--- config.mk ---
export PLATFORM = sky130hd
export DESIGN_NAME = sext_field_packer
export DESIGN_NICKNAME = d
export VERILOG_FILES = /design/src/rtl/sext_field_packer.sv
export SDC_FILE = /design/constraint.sdc
export NUM_CORES = 1
export LEC_CHECK = 0
export ABC_CLOCK_PERIOD_IN_PS = 1420
export BUFFER_PORTS_ARGS = -buffer_cell sky130_fd_sc_hd__buf_4
export CORE_ASPECT_RATIO = 1.25
export CORE_MARGIN = 2
export CORE_UTILIZATION = 47
export DETAILED_ROUTE_END_ITERATION = 10
export HOLD_SLACK_MARGIN = 0.02
export PLACE_DENSITY = 0.79
export SLEW_MARGIN = 20
export SYNTH_ARGS = -nofsm -noshare
export SYNTH_HDL_FRONTEND = slang
export SYNTH_SLANG_ARGS = --single-unit
export TNS_END_PERCENT = 1
--- constraint.sdc ---
create_clock -name Clk -period 1.42 [get_ports Clk]
set_input_delay 0.071 -clock Clk [delete_from_list [all_inputs] [get_ports Clk]]
set_output_delay 0.071 -clock Clk [all_outputs]
set_load 0.01 [all_outputs]
--- src/rtl/sext_field_packer.sv ---
// Narrows a 16-bit two's-complement value to an LC-3 imm5/offset6/PCoffset9/PCoffset11
// field, flags misfits and buffers results in a 2-entry FIFO. Define SEXT_PACK_SAT_EN to saturate misfits.
module sext_field_packer #(
    parameter int DEPTH = 2,
    parameter int ERR_W = 8
) (
    input  logic             Clk,
    input  logic             Reset,
    input  logic             IN_VALID,
    output logic             IN_READY,
    input  logic [15:0]      IN_DATA,
    input  logic [1:0]       IN_SEL,
    output logic             OUT_VALID,
    input  logic             OUT_READY,
    output logic [10:0]      OUT_FIELD,
    output logic [1:0]       OUT_SEL,
    output logic             OUT_FIT,
    output logic [ERR_W-1:0] ERR_COUNT
);

    localparam int              ENTRY_W = 14;
    localparam logic [1:0]      FULL    = 2'(DEPTH);
    localparam logic [ERR_W-1:0] ERR_MAX = {ERR_W{1'b1}};

    // The value fits W bits when every bit from 15 down to W-1 matches the new sign bit.
    function automatic logic field_fits(input logic [15:0] d, input logic [1:0] sel);
        logic ok;
        case (sel)
            2'd0:    ok = (d[15:4]  == {12{d[4]}});
            2'd1:    ok = (d[15:5]  == {11{d[5]}});
            2'd2:    ok = (d[15:8]  == {8{d[8]}});
            default: ok = (d[15:10] == {6{d[10]}});
        endcase
        return ok;
    endfunction

    function automatic logic [10:0] trunc_field(input logic [10:0] d, input logic [1:0] sel);
        logic [10:0] f;
        case (sel)
            2'd0:    f = {6'b0, d[4:0]};
            2'd1:    f = {5'b0, d[5:0]};
            2'd2:    f = {2'b0, d[8:0]};
            default: f = d[10:0];
        endcase
        return f;
    endfunction

`ifdef SEXT_PACK_SAT_EN
    function automatic logic [10:0] sat_field(input logic neg, input logic [1:0] sel);
        logic [10:0] f;
        case (sel)
            2'd0:    f = neg ? 11'h010 : 11'h00F;
            2'd1:    f = neg ? 11'h020 : 11'h01F;
            2'd2:    f = neg ? 11'h100 : 11'h0FF;
            default: f = neg ? 11'h400 : 11'h3FF;
        endcase
        return f;
    endfunction
`endif

    logic [1:0]         cnt_q, cnt_d;
    logic [ENTRY_W-1:0] head_q, head_d;
    logic [ENTRY_W-1:0] tail_q, tail_d;
    logic [ERR_W-1:0]   err_q, err_d;

    logic               in_fit;
    logic [10:0]        in_field;
    logic [ENTRY_W-1:0] in_entry;
    logic               in_ready;
    logic               out_valid;
    logic               acc;
    logic               pop;

    always_comb begin
        in_fit   = field_fits(IN_DATA, IN_SEL);
        in_field = trunc_field(IN_DATA[10:0], IN_SEL);
`ifdef SEXT_PACK_SAT_EN
        if (!in_fit) begin
            in_field = sat_field(IN_DATA[15], IN_SEL);
        end
`endif
        in_entry  = {in_field, IN_SEL, in_fit};

        // Ready depends on the count register only, so a pop never passes through when full.
        in_ready  = (cnt_q != FULL);
        out_valid = (cnt_q != 2'd0);
        acc       = IN_VALID & in_ready;
        pop       = out_valid & OUT_READY;

        cnt_d  = cnt_q;
        head_d = head_q;
        tail_d = tail_q;
        case (cnt_q)
            2'd0: begin
                if (acc) begin
                    head_d = in_entry;
                    cnt_d  = 2'd1;
                end
            end
            2'd1: begin
                case ({acc, pop})
                    2'b10: begin
                        tail_d = in_entry;
                        cnt_d  = 2'd2;
                    end
                    2'b01: cnt_d = 2'd0;
                    2'b11: head_d = in_entry;
                    default: ;
                endcase
            end
            default: begin
                if (pop) begin
                    head_d = tail_q;
                    cnt_d  = 2'd1;
                end
            end
        endcase

        err_d = err_q;
        if (acc && !in_fit && (err_q != ERR_MAX)) begin
            err_d = err_q + 1'b1;
        end
    end

    always_ff @(posedge Clk or negedge Reset) begin
        if (!Reset) begin
            cnt_q  <= 2'd0;
            head_q <= '0;
            tail_q <= '0;
            err_q  <= '0;
        end else begin
            cnt_q  <= cnt_d;
            head_q <= head_d;
            tail_q <= tail_d;
            err_q  <= err_d;
        end
    end

    assign IN_READY  = in_ready;
    assign OUT_VALID = out_valid;
    assign OUT_FIELD = head_q[13:3];
    assign OUT_SEL   = head_q[2:1];
    assign OUT_FIT   = head_q[0];
    assign ERR_COUNT = err_q;

endmodule

==> results.yml, run 1 <==
clock_tree:
  clock-sinks: 38
  clk_pin_slew_ns: 0.08
  root_buffer: "clkbuf_8"
  numCtsBuffers: 5
  worstSkewPairLatency_ns: 0.29
  clk_path_buf_depth: 2
  cts-htree-levels: 2
  cts_tree: "done"
cells_and_area:
  final_nets: 290
  final_cells: 322
  final_cell_mix: "buf_4, dfrtp_1, nand2_1"
  drive_above_1_share_pct: 41.4
  layout_commonest_cell: "buf_4"
  diodes: 0
  areaGrowthSynthToFinish_pct: 49.4
  fillCellCount: 277
sta:
  slew_headroom_pct: 68.4
  fmax_ghz: 0.629
  post-route-period-util_pct: 112
  finalMaxSlewViolations: 0
  finalSetupViolCount: 17
  rsz0062_at_grt: "yes"
  hold-worst-slack_ns: 0.0240
  min_period_ns: 1.59
  worst_slack_ns: -0.171
  fin_worst_skew_ns: 0.00366
  setup-tns-final_ns: -1.74
  finalHoldViolations: 0
  worstMarginPinSlew_ns: 0.473
synthesis:
  synthArstFlopShare_pct: 100
  ys_seq_area_share_pct: 51.3
  syn_inst: 187
  syn_area_per_cell_um2: 9.91
  ys_warn_count: 0
  synth_ff_type: "dfrtp_1"
  postSynthRegisterBits: 38
  synth.distinct_cells: 31
  netlist_area_um2: 1850
  synth_enable_flop_cells: 0
  synth_nets: 210
placement:
  place_inst: 308
  dpl.hpwl_mm: 2.98
  preCtsSetupSlack_ns: -0.492
  io_buffers: 45
  gp_congestion: 0.905
critical_path:
  cp-end-kind: "flop"
  reg2reg_from: "ERR_COUNT[0]"
  cp.arrival_ns: 1.77
  worstPathMaxFanout: 7
  worst_setup_path_start_kind: "input pin"
  cpPeakStageDelay_ns: 0.56
  crit_chain: "buf_6 -> or4_4 -> mux2i_1 -> a311oi_2 -> o221ai_4 -> nor2_4 -> mux2_4"
  worstSetupStartpoint: "IN_DATA[11]"
  crit_family: "simple AND/OR/NAND/NOR gates"
  slowest_stage: "or4_4"
  critPathRequiredTime_ns: 1.60
  critPathBufInv: 1
  critPathKind: "input pin to flop"
drt:
  drtAntennaViolNets: 0
  viasPerCell: 5.24
  drt-pass1-iter-count: 4
  drc: 0
  drt_iter0_drc: 67
  finalWirelength_mm: 4.49
  num_vias: 1686
  wl_per_cell_um: 14.0
global_routing:
  grtUsageTotal_pct: 21.1
  antenna_found_initial: 0
  grt_pass1_wl_mm: 7.03
  grt_pass1_vias: 1591
  grt.overflow.total: 0
  grt_max_degree: 39
floorplan:
  core_um2: 3780
  dieArea_um2: 4460
  dieHeight_um: 74.2
  dieWidth_um: 60.2
  initial_core_util_pct: 49.0
  num_io_pins: 46
  row_count: 25
worst_hold_path:
  min_from: "IN_DATA[3]"
  hold_path.class: "input pin to flop"
power_and_ir_drop:
  vdd_ir_drop_max_mv: 1.21
  p_per_area_nw_per_um2: 1490
  power_mw: 4.13
  p_leak_nw: 1.31
outcome:
  status: "complete, but fails checks"
  violations: "setup timing"
job:
  cap_violations: 0
## cell usage after synthesis, drive strengths merged, types with 2 or more instances
cell type	number	area share [%]
nand2	33	6.7
nor4	4	1.7
mux2i	11	5.9
clkbuf	7	1.4
nand3	8	2.2
nor3	5	1.4
xor2	6	2.8
o21ai	21	5.7
a21oi	8	2.2
mux2	11	6.9
dfrtp	38	51
or3	3	1.0
nand4	3	1.0
nor2	11	2.4
inv	5	1.0
nand2b	2	0.68
## cell families after synthesis
group | share of synthesized area [%]
compound gates | 11.3
simple gates | 17.9
buf+inv | 2.63
flops | 51.3
mux | 12.8
xor+xnor | 3.31
fa+ha+maj | 0.675
## state kept, by name (all words and copies together), names as in the netlist
signal	count
ERR_COUNT	8
cnt_q	2
head_q	14
tail_q	14
## power by group
part / total, mW / switching, mW / internal [mW]
clock: 1.09 / 0.389 / 0.704
sequential: 1.58 / 0.184 / 1.40
combinational: 1.46 / 0.685 / 0.778
## area by class of cell
| type | count | area [µm²] | share of cell area (%) |
|---|---|---|---|
| multi-input cells | 137 | 952 | 34.4 |
| well taps | 54 | 67.6 | 2.44 |
| repair buffers | 80 | 639 | 23.1 |
| clock buffers | 5 | 68.8 | 2.49 |
| inverters | 5 | 18.8 | 0.678 |
| clock inverters | 3 | 68.8 | 2.49 |
| flip-flops and latches | 38 | 952 | 34.4 |
## worst register-to-register path: cells and delay by family (launching register included)
family | cells | cell delay (ns)
adder cells (fa/ha/maj) | 1 | 0.22
buffers and inverters | 1 | 0.17
XOR/XNOR | 1 | 0.17
AND/OR/NAND/NOR | 3 | 0.48
flip-flops | 1 | 0.39
## layer usage
layer	wire (µm)	vias to the layer above	GRT usage [%]
li1	-	818	-
met1	1800	804	24.6
met2	2370	52	35.4
met3	224	12	5.74
met4	102	0	10.4
met5	0	-	0
## worst paths after layout
kind | depth (start not counted) | slack [ns] | end
max in group asynchronous | 2 | 0.79 | cnt_q[1]
worst min register to register | 2 | 0.48 | head_q[4]
worst min-delay path | 2 | 0.02 | tail_q[6]
worst max-delay path | 7 | -0.17 | ERR_COUNT[1]
min in group asynchronous | 2 | 0.28 | ERR_COUNT[3]
worst max register to register | 6 | -0.08 | ERR_COUNT[4]
## timing repair
item                       4_1_cts  5_1_grt
pin swaps                        4        5
setup endpoints to repair       30       35
gates cloned                     0        1
buffers inserted                 1        1
hold buffers                     3        0
gates resized for setup          5       16
hold endpoints to repair        40        0
## per-stage QoR
step	area [µm²]	util, %
floorplan	1870	-
global placement	2490	65.7
detailed placement	2490	65.7
CTS	2690	71.0
global route	2770	73.1
finish	2770	73.1
Note: power is estimated with default switching activity, not from simulation.
==> run 2: changes to the inputs <==
--- a/config.mk
+++ b/config.mk
@@ -5,14 +5,14 @@
 export SDC_FILE = /design/constraint.sdc
 export NUM_CORES = 1
 export LEC_CHECK = 0
-export ABC_CLOCK_PERIOD_IN_PS = 1420
+export ABC_CLOCK_PERIOD_IN_PS = 1700
 export BUFFER_PORTS_ARGS = -buffer_cell sky130_fd_sc_hd__buf_4
 export CORE_ASPECT_RATIO = 1.25
 export CORE_MARGIN = 2
-export CORE_UTILIZATION = 47
+export CORE_UTILIZATION = 52
 export DETAILED_ROUTE_END_ITERATION = 10
 export HOLD_SLACK_MARGIN = 0.02
-export PLACE_DENSITY = 0.79
+export PLACE_DENSITY = 0.82
 export SLEW_MARGIN = 20
 export SYNTH_ARGS = -nofsm -noshare
 export SYNTH_HDL_FRONTEND = slang
==> constraint.sdc (replaced) <==
create_clock -name Clk -period 1.7 [get_ports Clk]
set_input_delay 0.085 -clock Clk [delete_from_list [all_inputs] [get_ports Clk]]
set_output_delay 0.085 -clock Clk [all_outputs]
set_load 0.01 [all_outputs]
==> run 2 against run 1 <==
  * Clock skew grew 0.00058 ns
  * The run now ends clean
  * Register-to-register slack gained 0.15 ns
  * Design area shrank 9.1%
  * First-iteration DRC count shrank 30%
  * Combinational power shrank 32%
  * Non-clock buffer count shrank 15
  * Largest cell class unchanged
  * Final cell count shrank 9.9%
  * Hold slack gained 0.017 ns
  * Via count shrank 8.7%
  * Sequential power shrank 15%
  * Flip-flop and latch count is the same
  * Utilization shrank 0.26 points
==> results.yml, run 2 (same netlist as run 1, synthesis figures left out) <==
sta:
  hold-worst-slack_ns: 0.0412
  post-route-period-util_pct: 95.6
  fin_worst_skew_ns: 0.00424
  setup-tns-final_ns: 0
  finalSetupViolCount: 0
  min_period_ns: 1.63
  worstMarginPinSlew_ns: 0.597
  slew_headroom_pct: 60.2
  fmax_ghz: 0.615
  finalHoldViolations: 0
  rsz0062_at_grt: "no"
  worst_slack_ns: 0.0740
  finalMaxSlewViolations: 0
cells_and_area:
  layout_commonest_cell: "buf_4"
  fin_util_pct: 72.9
  final_cells: 290
  final_area_um2: 2520
  diodes: 0
  fillCellCount: 260
  final_nets: 274
  final_cell_mix: "buf_4, dfrtp_1, nand2_1"
  drive_above_1_share_pct: 35.1
  areaGrowthSynthToFinish_pct: 35.8
drt:
  wl_per_cell_um: 13.5
  drc: 0
  drt-pass1-iter-count: 4
  drt_iter0_drc: 47
  finalWirelength_mm: 3.92
  viasPerCell: 5.31
  drtAntennaViolNets: 0
  num_vias: 1539
placement:
  place_inst: 281
  placed_area_um2: 2370
  io_buffers: 45
  preCtsSetupSlack_ns: -0.223
  dpl.hpwl_mm: 2.93
  gp_congestion: 0.819
clock_tree:
  clock-sinks: 38
  post_cts_buffers: 0
  root_buffer: "clkbuf_8"
  clk_pin_slew_ns: 0.07
  numCtsBuffers: 5
  clk_path_buf_depth: 2
  cts_tree: "done"
  cts-htree-levels: 2
  worstSkewPairLatency_ns: 0.28
power_and_ir_drop:
  vdd_ir_drop_max_mv: 1.06
  p_leak_nw: 1.20
  power_mw: 3.12
  p_per_area_nw_per_um2: 1240
job:
  cap_violations: 0
floorplan:
  core_um2: 3450
  initial_core_util_pct: 53.7
  row_count: 24
  dieHeight_um: 70.7
  dieArea_um2: 4060
  dieWidth_um: 57.4
  num_io_pins: 46
global_routing:
  grt.overflow.total: 0
  grt_pass1_wl_mm: 6.49
  grtUsageTotal_pct: 20.6
  grt_max_degree: 39
  grt_pass1_vias: 1410
  antenna_found_initial: 0
critical_path:
  critPathKind: "flop to flop"
  cp-end-kind: "flop"
  worst_setup_path_start_kind: "flop"
  critPathRequiredTime_ns: 1.87
  cp.arrival_ns: 1.80
  worstPathMaxFanout: 7
outcome:
  status: "complete, no violations"
worst_hold_path:
  hold_path.class: "input pin to flop"
## run 2: power by group
part	leakage, nW	total, mW	internal [mW]	switching [mW]
clock	0.0573	0.764	0.469	0.295
sequential	0.476	1.35	1.17	0.184
combinational	0.667	1.00	0.526	0.475
## run 2: final cells by class
type	count	area (µm²)	area share, %
inverter	5	18.8	0.746
timing repair buffer	65	493	19.6
tap	39	48.8	1.94
sequential	38	951	37.8
multi-input combinational	136	892	35.5
clock buffer	6	82.6	3.28
clock inverter	1	30.0	1.19
## run 2: path summary, 6_finish.rpt
path                              start            to  slack (ns)  depth (start not counted)
min in group asynchronous         Reset  ERR_COUNT[4]        0.30                          2
max in group asynchronous         Reset    tail_q[13]        1.08                          2
setup reg to reg           ERR_COUNT[1]  ERR_COUNT[1]        0.07                          5
hold / removal               IN_DATA[2]     tail_q[5]        0.04                          2
setup / recovery           ERR_COUNT[1]  ERR_COUNT[1]        0.07                          5
hold reg to reg               head_q[3]     head_q[3]        0.48                          2
## run 2: layer usage
metal	track usage, %	vias to the layer above	share of wire, %
met2	34.3	35	53
met5	0	-	0
li1	-	777	-
met4	9.04	0	1.6
met1	26.0	720	42
met3	3.84	7	4.0
## run 2: critical path: stages, from the launching register on
cell,delay [ns]
dfrtp_1,0.44
ha_1,0.26
nand4_1,0.14
nand3_2,0.18
nor2_4,0.18
mux2_4,0.31
## run 2: what timing repair did
action / in CTS / in global routing
endpoints found under the hold margin: 39 / 0
gates cloned: 0 / 0
pin swaps: 0 / 0
setup endpoints to repair: 3 / 1
hold buffers: 2 / 0
gates resized for setup: 2 / 1
